### src/rtl/guess_judge_fsm.sv
// Judge for the up/down number-guessing game.
// Picks a secret (LFSR rejection sampling or a clamped fixed value), takes guesses
// over a valid/ready handshake, and returns up/down/correct hints with round counters.
// It declares success after WIN_TARGET correct rounds, or failure after MAX_WRONG
// wrong guesses in a single round.
//
// Ports:
//   clk, reset       rising-edge clock, asynchronous active-low reset
//   start            one-cycle pulse; clears game state and draws a new secret
//   mode_fixed       1: secret = min(fixed_secret, MAX_VAL); 0: LFSR draw
//   fixed_secret     fixed secret value
//   guess_valid/data guess handshake from keypad decoder
//   guess_ready      high while a guess can be accepted
//   hint             none/up/down/correct code, held between pulses
//   hint_valid       one-cycle pulse when hint/counters update
//   guess_err        one-cycle pulse for an out-of-range guess
//   correct_cnt      correct rounds this game
//   wrong_cnt        wrong guesses in the current round
//   success, fail    held terminal flags
//   secret_dbg       current secret
module guess_judge_fsm #(
  parameter int unsigned DATA_W     = 4,
  parameter int unsigned MAX_VAL    = 9,
  parameter int unsigned WIN_TARGET = 3,
  parameter int unsigned MAX_WRONG  = 9,
  parameter int unsigned CNT_W      = 4,
  parameter logic [15:0] LFSR_SEED  = 16'hACE1
) (
  input  logic              clk,
  input  logic              reset,
  input  logic              start,
  input  logic              mode_fixed,
  input  logic [DATA_W-1:0] fixed_secret,
  input  logic              guess_valid,
  input  logic [DATA_W-1:0] guess_data,
  output logic              guess_ready,
  output logic [1:0]        hint,
  output logic              hint_valid,
  output logic              guess_err,
  output logic [CNT_W-1:0]  correct_cnt,
  output logic [CNT_W-1:0]  wrong_cnt,
  output logic              success,
  output logic              fail,
  output logic [DATA_W-1:0] secret_dbg
);

  localparam logic [DATA_W-1:0] MAX_V     = DATA_W'(MAX_VAL);
  localparam logic [CNT_W-1:0]  WIN_T     = CNT_W'(WIN_TARGET);
  localparam logic [CNT_W-1:0]  WRONG_T   = CNT_W'(MAX_WRONG);
  localparam logic [CNT_W-1:0]  CNT_ONE   = CNT_W'(1);
  // Galois taps for x^16+x^14+x^13+x^11+1 (right-shifting form)
  localparam logic [15:0]       LFSR_TAPS = 16'hB400;

  localparam logic [1:0] HINT_NONE = 2'd0;
  localparam logic [1:0] HINT_UP   = 2'd1;
  localparam logic [1:0] HINT_DOWN = 2'd2;
  localparam logic [1:0] HINT_OK   = 2'd3;

  typedef enum logic [2:0] {
    S_IDLE,
    S_ARM,
    S_WAIT,
    S_JUDGE,
    S_WIN,
    S_LOSE
  } state_e;

  state_e             state_q, state_d;
  logic [15:0]        lfsr_q, lfsr_d;
  logic [DATA_W-1:0]  secret_q, secret_d;
  logic [DATA_W-1:0]  guess_q, guess_d;
  logic [1:0]         hint_q, hint_d;
  logic               hint_valid_q, hint_valid_d;
  logic               guess_err_q, guess_err_d;
  logic [CNT_W-1:0]   correct_q, correct_d;
  logic [CNT_W-1:0]   wrong_q, wrong_d;
  logic               success_q, success_d;
  logic               fail_q, fail_d;
  logic               ready_q, ready_d;

  logic [DATA_W-1:0]  candidate;
  logic [DATA_W-1:0]  fixed_clamped;
  logic [CNT_W-1:0]   correct_inc;
  logic [CNT_W-1:0]   wrong_inc;

  assign candidate     = lfsr_q[DATA_W-1:0];
  assign fixed_clamped = (fixed_secret > MAX_V) ? MAX_V : fixed_secret;
  assign correct_inc   = correct_q + CNT_ONE;
  assign wrong_inc     = wrong_q + CNT_ONE;

  // State and output registers
  always_ff @(posedge clk or negedge reset) begin
    if (!reset) begin
      state_q      <= S_IDLE;
      lfsr_q       <= LFSR_SEED;
      secret_q     <= '0;
      guess_q      <= '0;
      hint_q       <= HINT_NONE;
      hint_valid_q <= 1'b0;
      guess_err_q  <= 1'b0;
      correct_q    <= '0;
      wrong_q      <= '0;
      success_q    <= 1'b0;
      fail_q       <= 1'b0;
      ready_q      <= 1'b0;
    end else begin
      state_q      <= state_d;
      lfsr_q       <= lfsr_d;
      secret_q     <= secret_d;
      guess_q      <= guess_d;
      hint_q       <= hint_d;
      hint_valid_q <= hint_valid_d;
      guess_err_q  <= guess_err_d;
      correct_q    <= correct_d;
      wrong_q      <= wrong_d;
      success_q    <= success_d;
      fail_q       <= fail_d;
      ready_q      <= ready_d;
    end
  end

  // Next-state and next-output logic
  always_comb begin
    state_d      = state_q;
    secret_d     = secret_q;
    guess_d      = guess_q;
    hint_d       = hint_q;
    hint_valid_d = 1'b0;
    guess_err_d  = 1'b0;
    correct_d    = correct_q;
    wrong_d      = wrong_q;
    success_d    = success_q;
    fail_d       = fail_q;
    // LFSR free-runs in every state
    lfsr_d       = {1'b0, lfsr_q[15:1]} ^ (lfsr_q[0] ? LFSR_TAPS : 16'h0000);

    if (start) begin
      // start wins over a same-cycle handshake; that guess is dropped
      hint_d    = HINT_NONE;
      correct_d = '0;
      wrong_d   = '0;
      success_d = 1'b0;
      fail_d    = 1'b0;
      state_d   = S_ARM;
    end else begin
      unique case (state_q)
        S_IDLE: ;
        S_ARM: begin
          if (mode_fixed) begin
            secret_d = fixed_clamped;
            state_d  = S_WAIT;
          end else if (candidate <= MAX_V) begin
            // rejection sampling keeps the draw uniform over 0..MAX_VAL
            secret_d = candidate;
            state_d  = S_WAIT;
          end
        end
        S_WAIT: begin
          if (guess_valid && ready_q) begin
            if (guess_data > MAX_V) begin
              guess_err_d = 1'b1;
            end else begin
              guess_d = guess_data;
              state_d = S_JUDGE;
            end
          end
        end
        S_JUDGE: begin
          hint_valid_d = 1'b1;
          if (guess_q == secret_q) begin
            hint_d    = HINT_OK;
            correct_d = correct_inc;
            wrong_d   = '0;
            if (correct_inc == WIN_T) begin
              success_d = 1'b1;
              state_d   = S_WIN;
            end else begin
              state_d = S_ARM;
            end
          end else begin
            hint_d  = (secret_q > guess_q) ? HINT_UP : HINT_DOWN;
            wrong_d = wrong_inc;
            if (wrong_inc == WRONG_T) begin
              fail_d  = 1'b1;
              state_d = S_LOSE;
            end else begin
              state_d = S_WAIT;
            end
          end
        end
        S_WIN, S_LOSE: ;
        default: state_d = S_IDLE;
      endcase
    end

    ready_d = (state_d == S_WAIT);
  end

  assign guess_ready = ready_q;
  assign hint        = hint_q;
  assign hint_valid  = hint_valid_q;
  assign guess_err   = guess_err_q;
  assign correct_cnt = correct_q;
  assign wrong_cnt   = wrong_q;
  assign success     = success_q;
  assign fail        = fail_q;
  assign secret_dbg  = secret_q;

endmodule

### config.mk
export PLATFORM = sky130hd
export DESIGN_NAME = guess_judge_fsm
export DESIGN_NICKNAME = d
export VERILOG_FILES = /design/src/rtl/guess_judge_fsm.sv
export SDC_FILE = /design/constraint.sdc
export NUM_CORES = 1
export LEC_CHECK = 0
export ABC_AREA = 1
export BUFFER_PORTS_ARGS = -buffer_cell sky130_fd_sc_hd__buf_2
export CORE_ASPECT_RATIO = 2
export CORE_MARGIN = 5
export CORE_UTILIZATION = 50
export CTS_CLUSTER_SIZE = 40
export DETAILED_ROUTE_END_ITERATION = 8
export PLACE_DENSITY = 0.81
export SLEW_MARGIN = 20
export SYNTH_ARGS = -nofsm -noshare
export SYNTH_HDL_FRONTEND = slang
export SYNTH_SLANG_ARGS = --single-unit
### constraint.sdc
create_clock -name clk -period 4.64 [get_ports clk]
set_clock_uncertainty 0.1 [all_clocks]
set_input_delay 0.696 -clock clk [delete_from_list [all_inputs] [get_ports clk]]
set_output_delay 0.696 -clock clk [all_outputs]
set_load 0.1 [all_outputs]
# After elaboration in Yosys (flattened, before gate mapping)
# Index checks and enable logic that the tools add are counted.
# word_totals
ff_bits,42
out_inout_bits,19
wordCells,81
# op_classes
addsub,2
order_cmp,4
eq_ne,10
mux,37
n_bitwise,3
reduce_logical,13
# op_table
operator,n
$mux 4,9
$mux 3,8
$mux 16,1
$xor 15x16->16,1
$mux 1,14
$pmux 3 s4,1
$reduce_bool 2->1,5
$eq 3x2->1 const B,3
$reduce_and 3->1,3
$add 4x1->4 const B,2
$gt 4x4->1 const B,2
$mux 2,4
$eq 3x3->1 const B,2
$eq 4x2->1 const B,1
$eq 4x4->1,1
$eq 4x4->1 const B,1
$gt 4x4->1,1
$le 4x4->1 const B,1
$reduce_and 4->1,1
$eq 3x1->1 const B,1
$logic_not 3->1,1
$reduce_or 3->1,1
$ne 2x2->1 const B,1
$not 1->1,2
2 further kinds,2

# Logic depth before layout (Yosys ltp)
# Gate-level depths: netlist of run 1.
# depth
ltp_word,7
mapped_depth,10
depth_no_buf,10

# Worst setup path before layout of run 1
# Ideal clock, no wire load.
# synth_timing
path_kind,register to register
from,register secret_q[0] (netlist: secret_dbg[0])
to,register correct_q[0] (netlist: correct_cnt[0])
setup_ns,0.161
arrival_time_ns,1.867
required_ns,4.379
slack_ns,2.512
path_stages_with_launch,8
n_path_buf,0
cell_sequence,dfrtp_1 inv_1 ha_1 nand2_1 nor2_4 a21oi_1 nand2_1 o21ai_1
# synth_between
elab_chain_len,3
# synth_lines
element,line,text
"start, declared",70,"logic [DATA_W-1:0] secret_q, secret_d;"
"start signal, assigned",109,secret_q <= secret_d;
$eq 4x4->1,170,if (guess_q == secret_q) begin
$reduce_bool 2->1 (no source line),n/a,
$reduce_and 2->1 (no source line),n/a,
"end signal, assigned",114,correct_q <= correct_d;
"end, declared",75,"logic [CNT_W-1:0] correct_q, correct_d;"
# Every way passes these cells.
# A chain may end at the register's enable or synchronous reset.

# Worst setup path in the final report of run 1
# layout_timing
from,register correct_q[0] (netlist: correct_cnt[0])
to,output port correct_cnt[0]
# layout_rtl
element,line,text
"end, declared",40,"output logic [CNT_W-1:0] correct_cnt,"
# No word-level cell between the ends.

==> impl_results.md, run 1 <==
- Instance count along the most critical hold path: 0
- Final setup violation count: 0
- Leakage component of the power: 1.147 nW
- Number of storage elements in the synthesis netlist: 42
- Sequential element share of the synthesized area: 0.5510
- Pin count of the biggest net entering global routing: 43
- Fraction of the mapped netlist area in simple logic gates: 0.2157
- Count of boundary I/O pins: 32
- First-pass DRT Iterations: 4
- Count of inserted antenna diode cells: 0
- Number of max-cap violations: 0
- Number of max-slew violations in the final report: 0
- Category of the worst setup path launch point: flip-flop
- Bufs and invs on worst path: 1
- Combinational family with the most area after synthesis: simple AND/OR/NAND/NOR gates
- Endpoint with the worst hold slack: lfsr_q[5]
- Register clock-pin slew on the reported worst setup and hold paths: 80 ps
- Type of the tightest min-delay check: flip-flop to flip-flop
- Post-cts sizing count: 0
- Relative slew slack: 0.4034
- Post-synth top cells: sky130_fd_sc_hd__nand2_1, sky130_fd_sc_hd__dfrtp_1, sky130_fd_sc_hd__inv_1
- Setup repair after global routing missed its margin: false
- Global-route wire length before repair: 6.003 mm
- Post-placement setup slack: 2809 ps
- Clock Sinks: 42
- Worst voltage drop across the vdd grid: 287.8 µV
- EDFF count, synth: 0
- Status: finished clean
- Share of synthesized registers carrying an async set or reset: 1.000
- Per-cell via count in the routed design: 4.847
- Maximum single-stage delay on the critical path: 470 ps
- Cells after Synth: 199
- Detailed-route via count: 1396
- Startpoint of the lowest-slack register-to-register path: secret_dbg[3]
- Top area cells in the synthesized netlist: sky130_fd_sc_hd__dfrtp_1, sky130_fd_sc_hd__dfstp_2, sky130_fd_sc_hd__nand2_1
- Net count after synthesis: 220
- Area share of fa/ha/maj cells after synthesis: 0.05198
- Cell with the most instances after synthesis: sky130_fd_sc_hd__nand2_1
- Xor-xnor portion of the synthesized cell area: 0.01365
- Number of global-route vias before repair: 1475
- Crit Path Category: flip-flop to output port
- Overall track demand over capacity in global routing: 0.1518
- Shortest clock period the worst path allows after layout: 2032 ps
- Starting DRT DRC Count: 20
- Required time at the endpoint of the critical path: 3840 ps
- Final layout net count: 257
- Power per cell area: 397.0 nW/µm²
- Share of post-route cells with drive strength above 1: 0.3122
- Multiplexer fraction of the synthesized cell area: 0
- Horizontal die dimension: 53.88 µm
- Area of the core region: 3804 µm²
- Register-to-Register Setup Slack: 3010 ps
- Count of antenna-violating nets left after detailed routing: 0
- Arrival time of data at the critical path endpoint: 1240 ps
- Final hold violation count: 0
- Maximum buffer depth of the clock tree: 2
- Synth Warn #: 0
- H-tree depth reported by CTS: 2
- Top achievable clock speed: 492.2 MHz
- Post-route setup slack: 2608 ps
- Detailed-route DRC error count: 0
- DR WL/cell: 11.89 µm
- Crit path capture type: output port
- Final wirelength: 3.423 mm
- Synth Cell Area: 1926 µm²
- Logic depth of the worst register-to-register path: 8
- TritonCTS clock tree: done
- Peak fanout along the critical path: 7
- CTS Hold Buffers Added: 0
- Routability cong.: 0.8424
- Number of antenna violations at the first check in global routing: 0
- Buffer cell driving the clock tree root: sky130_fd_sc_hd__clkbuf_8
- Die Y: 97.76 µm
- Synthesized-area fraction occupied by ao, oa, aoi and oai cells: 0.09162
- Most instantiated flip-flop cell in the synthesis netlist: sky130_fd_sc_hd__dfrtp_1
- Row cnt: 32
- Actual slew at the worst max-slew pin: 894.9 ps
- Clock insertion delay at the later pin of the skew report: 290 ps
- Starting utilization of the core area: 0.5063
- Setup repair bufs after CTS: 0
- Inserted Clock Buffers: 5
- Port Buffer Count: 31
- Worst path slowest cell: sky130_fd_sc_hd__dfrtp_1
- Worst hold margin: 259.4 ps
- Unique cell type count in the Yosys netlist: 29
- Average footprint of a synthesized cell: 9.676 µm²
- Post-DP HPWL: 2.611 mm
- Worst hold path startpoint: lfsr_q[6]
- Gate family responsible for the most delay along the worst path: flip-flops
- Total Neg Setup Slack: 0 ps
- Cell-by-cell listing of the critical path: buf_2
- Yosys top cell by area: sky130_fd_sc_hd__dfrtp_1
- Post-Layout Inst Area: 2226 µm²
- Top-area cell type share of the netlist area: 0.4418
- Total Die Area: 5267 µm²
- Part of the cycle the worst path needs: 0.4379
- Syn-to-layout area delta: 15.59%
- Area post-placement: 2133 µm²
- Sum of overflow across all layers after global routing: 0
- Reg-to-reg critical path endpoint: guess_ready
## worst reg2reg max path: stages, from the launching register on
cell and delay [ps]:
sky130_fd_sc_hd__dfrtp_1 420, sky130_fd_sc_hd__ha_1 310, sky130_fd_sc_hd__nand2_1 90, sky130_fd_sc_hd__nor2_4 250, sky130_fd_sc_hd__inv_2 60, sky130_fd_sc_hd__nand2_1 80, sky130_fd_sc_hd__nand3_1 70, sky130_fd_sc_hd__nand3_1 80
sky130_fd_sc_hd__nor2_1 50
## power breakdown
group	total, W	internal (W)	switching [W]	leakage [nW]
clock	0.000236	0.000107	0.000129	0.0408
sequential	0.000405	0.000388	0.0000169	0.543
combinational	0.000243	0.0000528	0.000190	0.564
## layout by cell type (no fill, tap or decap)
master / count
sky130_fd_sc_hd__nand2_1: 42
sky130_fd_sc_hd__dfrtp_1: 34
sky130_fd_sc_hd__buf_2: 31
sky130_fd_sc_hd__inv_1: 29
sky130_fd_sc_hd__o21ai_1: 12
sky130_fd_sc_hd__nand3_1: 10
sky130_fd_sc_hd__nor2_1: 9
sky130_fd_sc_hd__ha_1: 8
sky130_fd_sc_hd__dfstp_2: 8
sky130_fd_sc_hd__inv_2: 7
sky130_fd_sc_hd__nand2_2: 6
sky130_fd_sc_hd__nor2_4: 5
sky130_fd_sc_hd__clkbuf_8: 5
sky130_fd_sc_hd__nand4_1: 3
sky130_fd_sc_hd__a21oi_1: 3
sky130_fd_sc_hd__xor2_1: 3
sky130_fd_sc_hd__o21ai_0: 3
sky130_fd_sc_hd__o21ai_2: 3
sky130_fd_sc_hd__o211ai_1: 2
sky130_fd_sc_hd__clkinvlp_4: 2
sky130_fd_sc_hd__o21ai_4: 1
sky130_fd_sc_hd__nand4_2: 1
sky130_fd_sc_hd__nand3_2: 1
sky130_fd_sc_hd__or2_2: 1
sky130_fd_sc_hd__nand3b_1: 1
sky130_fd_sc_hd__a31oi_1: 1
sky130_fd_sc_hd__nor3b_4: 1
sky130_fd_sc_hd__or2_1: 1
sky130_fd_sc_hd__a21oi_2: 1
sky130_fd_sc_hd__o22ai_1: 1
sky130_fd_sc_hd__o31ai_1: 1
sky130_fd_sc_hd__inv_6: 1
## flip-flops by register name, indices dropped and copies added (netlist names)
signal / flops
guess_err: 1
fail: 1
success: 1
secret_dbg: 4
guess_q: 4
guess_ready: 1
hint: 2
wrong_cnt: 4
lfsr_q: 16
state_q: 3
hint_valid: 1
correct_cnt: 4
## layout make-up
cell class,instances,area [µm²]
inverters,36,135.1
fillers,343,1578
multi-input cells,120,718.2
clock inverters,3,23.77
flip-flops and latches,42,1061
well taps,51,63.81
repair buffers,31,155.1
clock buffers,5,68.82
## layer usage
metal | GRT usage | wire (µm) | up-vias
met3 | 0.03664 | 113 | 5
met4 | 0.06496 | 69 | 0
li1 | - | - | 705
met5 | 0 | 0 | -
met1 | 0.1603 | 1263 | 669
met2 | 0.2682 | 1977 | 17
## metrics by stage
step | instances | total power (W) | util
3_5_place_dp | 280 | 0.0006567 | 0.5609
5_1_grt | 288 | 0.0009307 | 0.5852
3_3_place_gp | 280 | 0.0006522 | 0.5609
2_1_floorplan | 199 | 0.0006022 | -
6_report | 288 | 0.0008838 | 0.5852
4_1_cts | 288 | 0.0008950 | 0.5852
## how the worst max path moves through the flow
stage                   start        endpoint  slack, ps  depth (start not counted)
2_1_floorplan   secret_dbg[0]  correct_cnt[0]       2510                          7
3_3_place_gp    guess_data[2]      guess_q[0]       2840                          6
3_5_place_dp    guess_data[2]      guess_q[1]       2810                          6
4_1_cts        correct_cnt[0]  correct_cnt[0]       2590                          1
5_1_grt        correct_cnt[0]  correct_cnt[0]       2550                          1
6_report       correct_cnt[0]  correct_cnt[0]       2610                          1
## cells by family (layout without fill, tap and decap cells)
group,count (synthesis),after routing
simple gates,81,81
flops,42,42
buf+inv,37,75
compound gates,28,28
fa+ha+maj,8,8
xor+xnor,3,3
Power figures use the tool's default switching activity.
==> inputs of run 2 (changes only) <==
--- a/config.mk
+++ b/config.mk
@@ -5,7 +5,7 @@
 export SDC_FILE = /design/constraint.sdc
 export NUM_CORES = 1
 export LEC_CHECK = 0
-export ABC_AREA = 1
+export ABC_AREA = 0
 export BUFFER_PORTS_ARGS = -buffer_cell sky130_fd_sc_hd__buf_2
 export CORE_ASPECT_RATIO = 2
 export CORE_MARGIN = 5
==> constraint.sdc (replaced) <==
create_clock -name clk -period 1.94 [get_ports clk]
set_clock_uncertainty 0.1 [all_clocks]
set_input_delay 0.291 -clock clk [delete_from_list [all_inputs] [get_ports clk]]
set_output_delay 0.291 -clock clk [all_outputs]
set_load 0.1 [all_outputs]
==> impl_results.md, run 2 <==
- Register-to-Register Setup Slack: 120 ps (-2890 ps)
- Crit path capture type: flip-flop
- Met1 GRT Util: 0.1752 (+0.01483)
- Sequential share of power: 0.445 (-0.013)
- Layer with the highest usage: met2
- Count of antenna-violating nets left after detailed routing: 0 (unchanged)
- Startpoint of the lowest-slack register-to-register path: secret_dbg[2]
- Number of antenna violations at the first check in global routing: 0 (unchanged)
- Routability cong.: 0.8242 (-2.2%)
- Syn-to-layout area delta: 21.18%
- Highest-count cells in the layout ignoring fill and taps: sky130_fd_sc_hd__buf_2, sky130_fd_sc_hd__dfrtp_1, sky130_fd_sc_hd__nor2_1
- Category of the worst setup path launch point: flip-flop
- H-tree depth reported by CTS: 2 (unchanged)
- Maximum single-stage delay on the critical path: 490 ps (+20 ps)
- Top area cells in the synthesized netlist: sky130_fd_sc_hd__dfrtp_1, sky130_fd_sc_hd__dfstp_2, sky130_fd_sc_hd__ha_1
- Per-cell via count in the routed design: 5.261 (+8.5%)
- Part of the cycle the worst path needs: 0.9387
- Starting DRT DRC Count: 10 (-50%)
- Final wirelength: 3.585 mm (+4.7%)
- Average footprint of a synthesized cell: 11.10 µm² (+15%)
- Switching power summed over all nets: 0.0007518 W (+120%)
- Top-area cell type share of the netlist area: 0.4616 (+0.01980)
- Net count after synthesis: 187 (-15%)
- Cells after Synth: 166 (-17%)
- Required time at the endpoint of the critical path: 2030 ps (-1810 ps)
- Final layout net count: 228 (-11%)
- Reg with most FFs: lfsr_q
- Count of boundary I/O pins: 32 (unchanged)
- Final setup violation count: 0 (unchanged)
- Share of synthesized registers carrying an async set or reset: 1.000 (unchanged)
- Part of the total power dissipated in combinational logic: 0.248 (-0.027)
- Worst path slowest cell: sky130_fd_sc_hd__dfrtp_4
- Power per cell area: 986.4 nW/µm² (+150%)
- Number of global-route vias before repair: 1419 (-3.8%)
- Maximum buffer depth of the clock tree: 2 (unchanged)
- Worst hold path startpoint: guess_data[0]
- Power consumption: 0.002203 W (+150%)
- Horizontal die dimension: 52.93 µm (-1.8%)
- Met2 usage in global routing: 0.2863 (+0.01808)
- Final hold violation count: 0 (unchanged)
- Port Buffer Count: 31 (unchanged)
- Number of storage elements in the synthesis netlist: 42 (unchanged)
- Detailed-route via count: 1352 (-3.2%)
- Clock insertion delay at the later pin of the skew report: 290 ps (about the same)
- Instance count along the most critical hold path: 2 (+2)
- Status: finished clean
- Cell with the most instances after synthesis: sky130_fd_sc_hd__dfrtp_1
- Buffer cell driving the clock tree root: sky130_fd_sc_hd__clkbuf_8
- Number of max-slew violations in the final report: 0 (unchanged)
- Peak fanout along the critical path: 6 (-1)
- Relative slew slack: 0.6626 (+0.2592)
- Type of the tightest min-delay check: input pin to flip-flop
- Actual slew at the worst max-slew pin: 509.6 ps (-385.3 ps)
- Row cnt: 31 (-3.1%)
- Die Y: 95.86 µm (-1.9%)
- Gate family responsible for the most delay along the worst path: flip-flops
- Global-route wire length before repair: 6.134 mm (+2.2%)
- Number of flip-flops under the largest register name: 16 (unchanged)
- Cell-by-cell listing of the critical path: ha_1, and4_1, a211oi_2, inv_1, a32o_1
- Area post-placement: 2113 µm² (-0.94%)
- Yosys top cell by area: sky130_fd_sc_hd__dfrtp_1
- Top achievable clock speed: 549.1 MHz
- Post-DP HPWL: 2.724 mm (+4.3%)
- Total Neg Setup Slack: 0 ps (unchanged)
- Number of max-cap violations: 0 (unchanged)
- Synth Warn #: 0 (unchanged)
- Shortest clock period the worst path allows after layout: 1821 ps
- Leakage component of the power: 1.088 nW (-5.2%)
- Clock power frac: 0.307 (+0.040)
- Bufs and invs on worst path: 1 (unchanged)
- Sequential element share of the synthesized area: 0.5757 (+0.02469)
- Worst hold margin: 117.9 ps (-141.5 ps)
- Worst voltage drop across the vdd grid: 980.0 µV (+240%)
- Register clock-pin slew on the reported worst setup and hold paths: 80 ps (about the same)
- Crit Path Category: flip-flop to flip-flop
- Switching share of total power: 0.3413 (-0.03881)
- Internal power: 0.001451 W (+160%)
- Arrival time of data at the critical path endpoint: 1910 ps (+670 ps)
- Reg-to-reg critical path endpoint: state_q[2]
- TritonCTS clock tree: done
- Logic depth of the worst register-to-register path: 5 (-3)
- Area of the core region: 3607 µm² (-5.2%)
- Commonest non-fill, non-tap cell in the layout: sky130_fd_sc_hd__buf_2
- Pin count of the biggest net entering global routing: 24 (-44%)
- Count of inserted antenna diode cells: 0 (unchanged)
- First-pass DRT Iterations: 6 (+2)
- Post-synth top cells: sky130_fd_sc_hd__dfrtp_1, sky130_fd_sc_hd__nor2_1, sky130_fd_sc_hd__inv_1, sky130_fd_sc_hd__nand2_1
- Clock Sinks: 42 (unchanged)
- Overall track demand over capacity in global routing: 0.1632 (+0.01141)
- Share of post-route cells with drive strength above 1: 0.3269 (+0.01469)
- Number of filler cells placed in the layout: 311 (-9.3%)
- Synth Cell Area: 1843 µm² (-4.3%)
- Sum of overflow across all layers after global routing: 0 (unchanged)
- Setup repair after global routing missed its margin: false
- Total Die Area: 5074 µm² (-3.7%)
- Most instantiated flip-flop cell in the synthesis netlist: sky130_fd_sc_hd__dfrtp_1
- Detailed-route DRC error count: 0 (unchanged)
- Unique cell type count in the Yosys netlist: 41 (+41%)
- Endpoint with the worst hold slack: guess_q[0]
- Met3 track demand over resource: 0.03566 (-0.0009823)
- EDFF count, synth: 0 (unchanged)
- Fin util: 0.6191 (+0.03395)
- DR WL/cell: 13.95 µm (+17%)
- Starting utilization of the core area: 0.5109 (+0.004676)
- Setup repair bufs after CTS: 0 (unchanged)
- Inserted Clock Buffers: 5 (unchanged)
- Post-Layout Inst Area: 2233 µm² (+0.34%)
==> run 2: cell types whose count changed after synthesis, sizes merged, moves of 3 or more <==
cell / before / now
inv: 36 / 13
mux2: 0 / 3
nand3: 11 / 4
nand2: 48 / 13
nor3: 0 / 5
xnor2: 0 / 5
o21ai: 19 / 11
a21oi: 4 / 8
==> run 2: repair_timing <==
| item | CTS | global route |
|---|---|---|
| endpoints found under the setup margin | 0 | 0 |
| hold endpoints to repair | 14 | 0 |
| hold buffers | 1 | 0 |
| resized for setup | 0 | 0 |
==> run 2: metal layers <==
| metal | wire length, µm | up-vias | share of wire |
|---|---|---|---|
| met5 | 0 | - | 0 |
| met4 | 123 | 0 | 0.034 |
| met2 | 1896 | 33 | 0.53 |
| met1 | 1405 | 659 | 0.39 |
| met3 | 160 | 12 | 0.045 |
| li1 | - | 648 | - |
==> run 2: worst max-delay path by stage <==
stage / startpoint / to / cells after the start
2_1_floorplan: secret_dbg[2] / state_q[2] / 6
3_3_place_gp: secret_dbg[2] / state_q[2] / 5
3_5_place_dp: secret_dbg[2] / state_q[2] / 5
4_1_cts: secret_dbg[2] / state_q[2] / 5
5_1_grt: secret_dbg[3] / correct_cnt[3] / 6
6_report: secret_dbg[2] / state_q[2] / 5
==> run 2: kinds of logic after synthesis <==
| family | count (synthesis) | synth area share |
|---|---|---|
| buffers and inverters | 16 | 0.03530 |
| multiplexers | 3 | 0.01833 |
| adder cells (fa/ha/maj) | 8 | 0.05431 |
| AO/OA/AOI/OAI | 32 | 0.1181 |
| XOR/XNOR | 9 | 0.04277 |
| AND/OR/NAND/NOR | 56 | 0.1555 |
| flip-flops | 42 | 0.5757 |
==> run 2: area by class of cell <==
type | count | area [µm²] | share of cell area
Clock buffer | 6 | 72.57 | 0.03249
Clock inverter | 2 | 37.54 | 0.01681
Inverter | 13 | 48.80 | 0.02185
Multi-Input combinational cell | 108 | 716.9 | 0.3210
Sequential cell | 42 | 1081 | 0.4840
Tap cell | 49 | 61.31 | 0.02745
Timing Repair Buffer | 37 | 215.2 | 0.09636
==> run 2: through the flow <==
stage / worst slack [ps] / instances
after detailed placement: 121.8 / 248
after CTS: 116.4 / 257
after global routing: 14.18 / 257
final: 119.0 / 257
after global placement: 171.5 / 248
after floorplan: -39.72 / 166
==> run 2: power groups by stage <==
stage	sequential, W	combinational [W]	clock [W]
floorplan	0.00122	0.000186	0
global placement	0.000995	0.000538	0
detailed placement	0.000997	0.000548	0
CTS	0.000980	0.000551	0.000697
global route	0.000988	0.000587	0.000729
finish	0.000980	0.000547	0.000676
==> inputs of run 3 (changes only) <==
--- a/config.mk
+++ b/config.mk
@@ -8,7 +8,6 @@
 export ABC_AREA = 0
 export BUFFER_PORTS_ARGS = -buffer_cell sky130_fd_sc_hd__buf_2
 export CORE_ASPECT_RATIO = 2
-export CORE_MARGIN = 5
 export CORE_UTILIZATION = 50
 export CTS_CLUSTER_SIZE = 40
 export DETAILED_ROUTE_END_ITERATION = 8
==> impl_results.md, run 3 (synthesized netlist as in run 2, its figures left out) <==
- Status: finished clean
- Final setup violation count: 0 (unchanged)
- Crit path capture type: flip-flop
- Register-to-Register Setup Slack: 190 ps (+70 ps)
- Actual slew at the worst max-slew pin: 584.2 ps (+74.59 ps)
- Category of the worst setup path launch point: flip-flop
- Number of max-slew violations in the final report: 0 (unchanged)
- Final wirelength: 3.587 mm (about the same)
- Highest-count cells in the layout ignoring fill and taps: sky130_fd_sc_hd__buf_2, sky130_fd_sc_hd__dfrtp_1, sky130_fd_sc_hd__nor2_1
- Horizontal die dimension: 44.93 µm (-15%)
- Post-placement setup slack: 110.9 ps (-10.88 ps)
- Number of max-cap violations: 0 (unchanged)
- DR WL/cell: 14.07 µm (+0.84%)
- TritonCTS clock tree: done
- Syn-to-layout area delta: 20.84%
- Power per cell area: 938.6 nW/µm² (-4.8%)
- Peak fanout along the critical path: 6 (unchanged)
- Register clock-pin slew on the reported worst setup and hold paths: 80 ps (about the same)
- Detailed-route DRC error count: 0 (unchanged)
- Starting utilization of the core area: 0.5337 (+0.02277)
- Share of post-route cells with drive strength above 1: 0.3382 (+0.01124)
- Part of the cycle the worst path needs: 0.9025 (-0.03619)
- Reg with most FFs: lfsr_q
- Count of boundary I/O pins: 32 (unchanged)
- Post-Layout Inst Area: 2227 µm² (-0.28%)
- Row cnt: 30 (-3.2%)
- Number of flip-flops under the largest register name: 16 (unchanged)
- Startpoint of the lowest-slack register-to-register path: secret_dbg[0]
- Crit Path Category: flip-flop to flip-flop
- Required time at the endpoint of the critical path: 2030 ps (about the same)
- Fin util: 0.6449 (+0.02578)
- Final layout net count: 227 (-0.44%)
- Power consumption: 0.002090 W (-5.1%)
- Worst voltage drop across the vdd grid: 580.0 µV (-41%)
- Post-route setup slack: 189.2 ps (+70.22 ps)
- Area of the core region: 3453 µm² (-4.3%)
- Overall track demand over capacity in global routing: 0.2168 (+0.05364)
- Reg-to-reg critical path endpoint: state_q[2]
- Buffer cell driving the clock tree root: sky130_fd_sc_hd__clkbuf_8
- Pin count of the biggest net entering global routing: 29 (+21%)
- Inserted Clock Buffers: 5 (unchanged)
- Port Buffer Count: 31 (unchanged)
- Post-DP HPWL: 2.676 mm (-1.8%)
- Sum of overflow across all layers after global routing: 0 (unchanged)
- Per-cell via count in the routed design: 5.129 (-2.5%)
- Maximum buffer depth of the clock tree: 2 (unchanged)
- Routability cong.: 0.8090 (-1.8%)
- Start point of the critical path: secret_dbg[0]
- H-tree depth reported by CTS: 2 (unchanged)
- Detailed-route via count: 1308 (-3.3%)
- Starting DRT DRC Count: 50 (+40)
- First-pass DRT Iterations: 4 (-2)
- Number of global-route vias before repair: 1351 (-4.8%)
- Arrival time of data at the critical path endpoint: 1840 ps (-70 ps)
- Global-route wire length before repair: 6.141 mm (+0.11%)
- Number of antenna violations at the first check in global routing: 0 (unchanged)
- Top achievable clock speed: 571.2 MHz (+4.0%)
- Relative slew slack: 0.6105 (-0.05207)
- End point of the critical path: state_q[2]
- Setup repair after global routing missed its margin: false
- Count of inserted antenna diode cells: 0 (unchanged)
- Die Y: 87.86 µm (-8.3%)
- Logic depth of the worst register-to-register path: 6 (+1)
- Clock insertion delay at the later pin of the skew report: 300 ps (about the same)
- Clock Sinks: 42 (unchanged)
- Total Die Area: 3948 µm² (-22%)
- Count of antenna-violating nets left after detailed routing: 0 (unchanged)
- Commonest non-fill, non-tap cell in the layout: sky130_fd_sc_hd__buf_2
- Total Neg Setup Slack: 0 ps (unchanged)
- Final hold violation count: 0 (unchanged)
- Type of the tightest min-delay check: input pin to flip-flop
- Leakage component of the power: 1.073 nW (-1.3%)
- Shortest clock period the worst path allows after layout: 1751 ps (-70.21 ps)
- Area post-placement: 2092 µm² (-1.0%)
## run 3: cell types whose count changed in the layout (fill, tap and decap cells not counted), sizes merged
cell and delta:
bufinv -1, clkinvlp -1, buf -1, clkinv +2
## run 3: area by class of cell
cell class,count,area [µm²]
tap,48,60.06
multi-input combinational,108,755.7
clock buffer,6,72.57
clock inverter,2,13.76
fill,292,1226
inverter,13,48.80
sequential,42,1081
timing repair buffer,36,195.2
## run 3: what timing repair did
action	in CTS	in global routing
resized for setup	0	5
endpoints found under the setup margin	0	4
hold buffers	1	0
endpoints found under the hold margin	19	0
buffers inserted	0	0
## run 3: through the flow
stage | std cells | hold WS, ps
global route | 255 | 128.2
global placement | 246 | 218.7
finish | 255 | 114.0
detailed placement | 246 | 223.5
CTS | 255 | 113.6
floorplan | 166 | -104.6
## run 3: per-layer routing
metal | up-vias | track usage | routed length (µm)
li1 | 646 | - | -
met1 | 627 | 0.2466 | 1406
met2 | 28 | 0.3755 | 1992
met3 | 7 | 0.03711 | 100
met4 | 0 | 0.1074 | 87
met5 | - | 0 | 0
## run 3: power by group
group | leakage [nW] | internal, W | total (W) | switching (W)
clock network | 0.0452 | 0.000254 | 0.000541 | 0.000287
registers | 0.527 | 0.000937 | 0.000983 | 0.0000466
logic | 0.501 | 0.000142 | 0.000566 | 0.000424
total | 1.07 | 0.00133 | 0.00209 | 0.000758
## run 3: how the worst min path moves through the flow
| stage | from | end | slack [ps] | cells after the start |
|---|---|---|---|---|
| 4_1_cts | guess_data[0] | guess_q[0] | 110 | 2 |
| 3_3_place_gp | reset | guess_q[1] | 220 | 1 |
| 3_5_place_dp | reset | guess_q[1] | 220 | 1 |
| 2_1_floorplan | reset | correct_cnt[0] | -100 | 0 |
| 5_1_grt | guess_data[0] | guess_q[0] | 130 | 2 |
| 6_report | guess_data[0] | guess_q[0] | 110 | 2 |
## run 3: worst max-delay path: stages (launching register included)
cell and delay (ps):
sky130_fd_sc_hd__dfrtp_4 480, sky130_fd_sc_hd__inv_1 60, sky130_fd_sc_hd__ha_1 240, sky130_fd_sc_hd__and4_2 280, sky130_fd_sc_hd__a211oi_4 220, sky130_fd_sc_hd__inv_1 70, sky130_fd_sc_hd__a32o_1 210
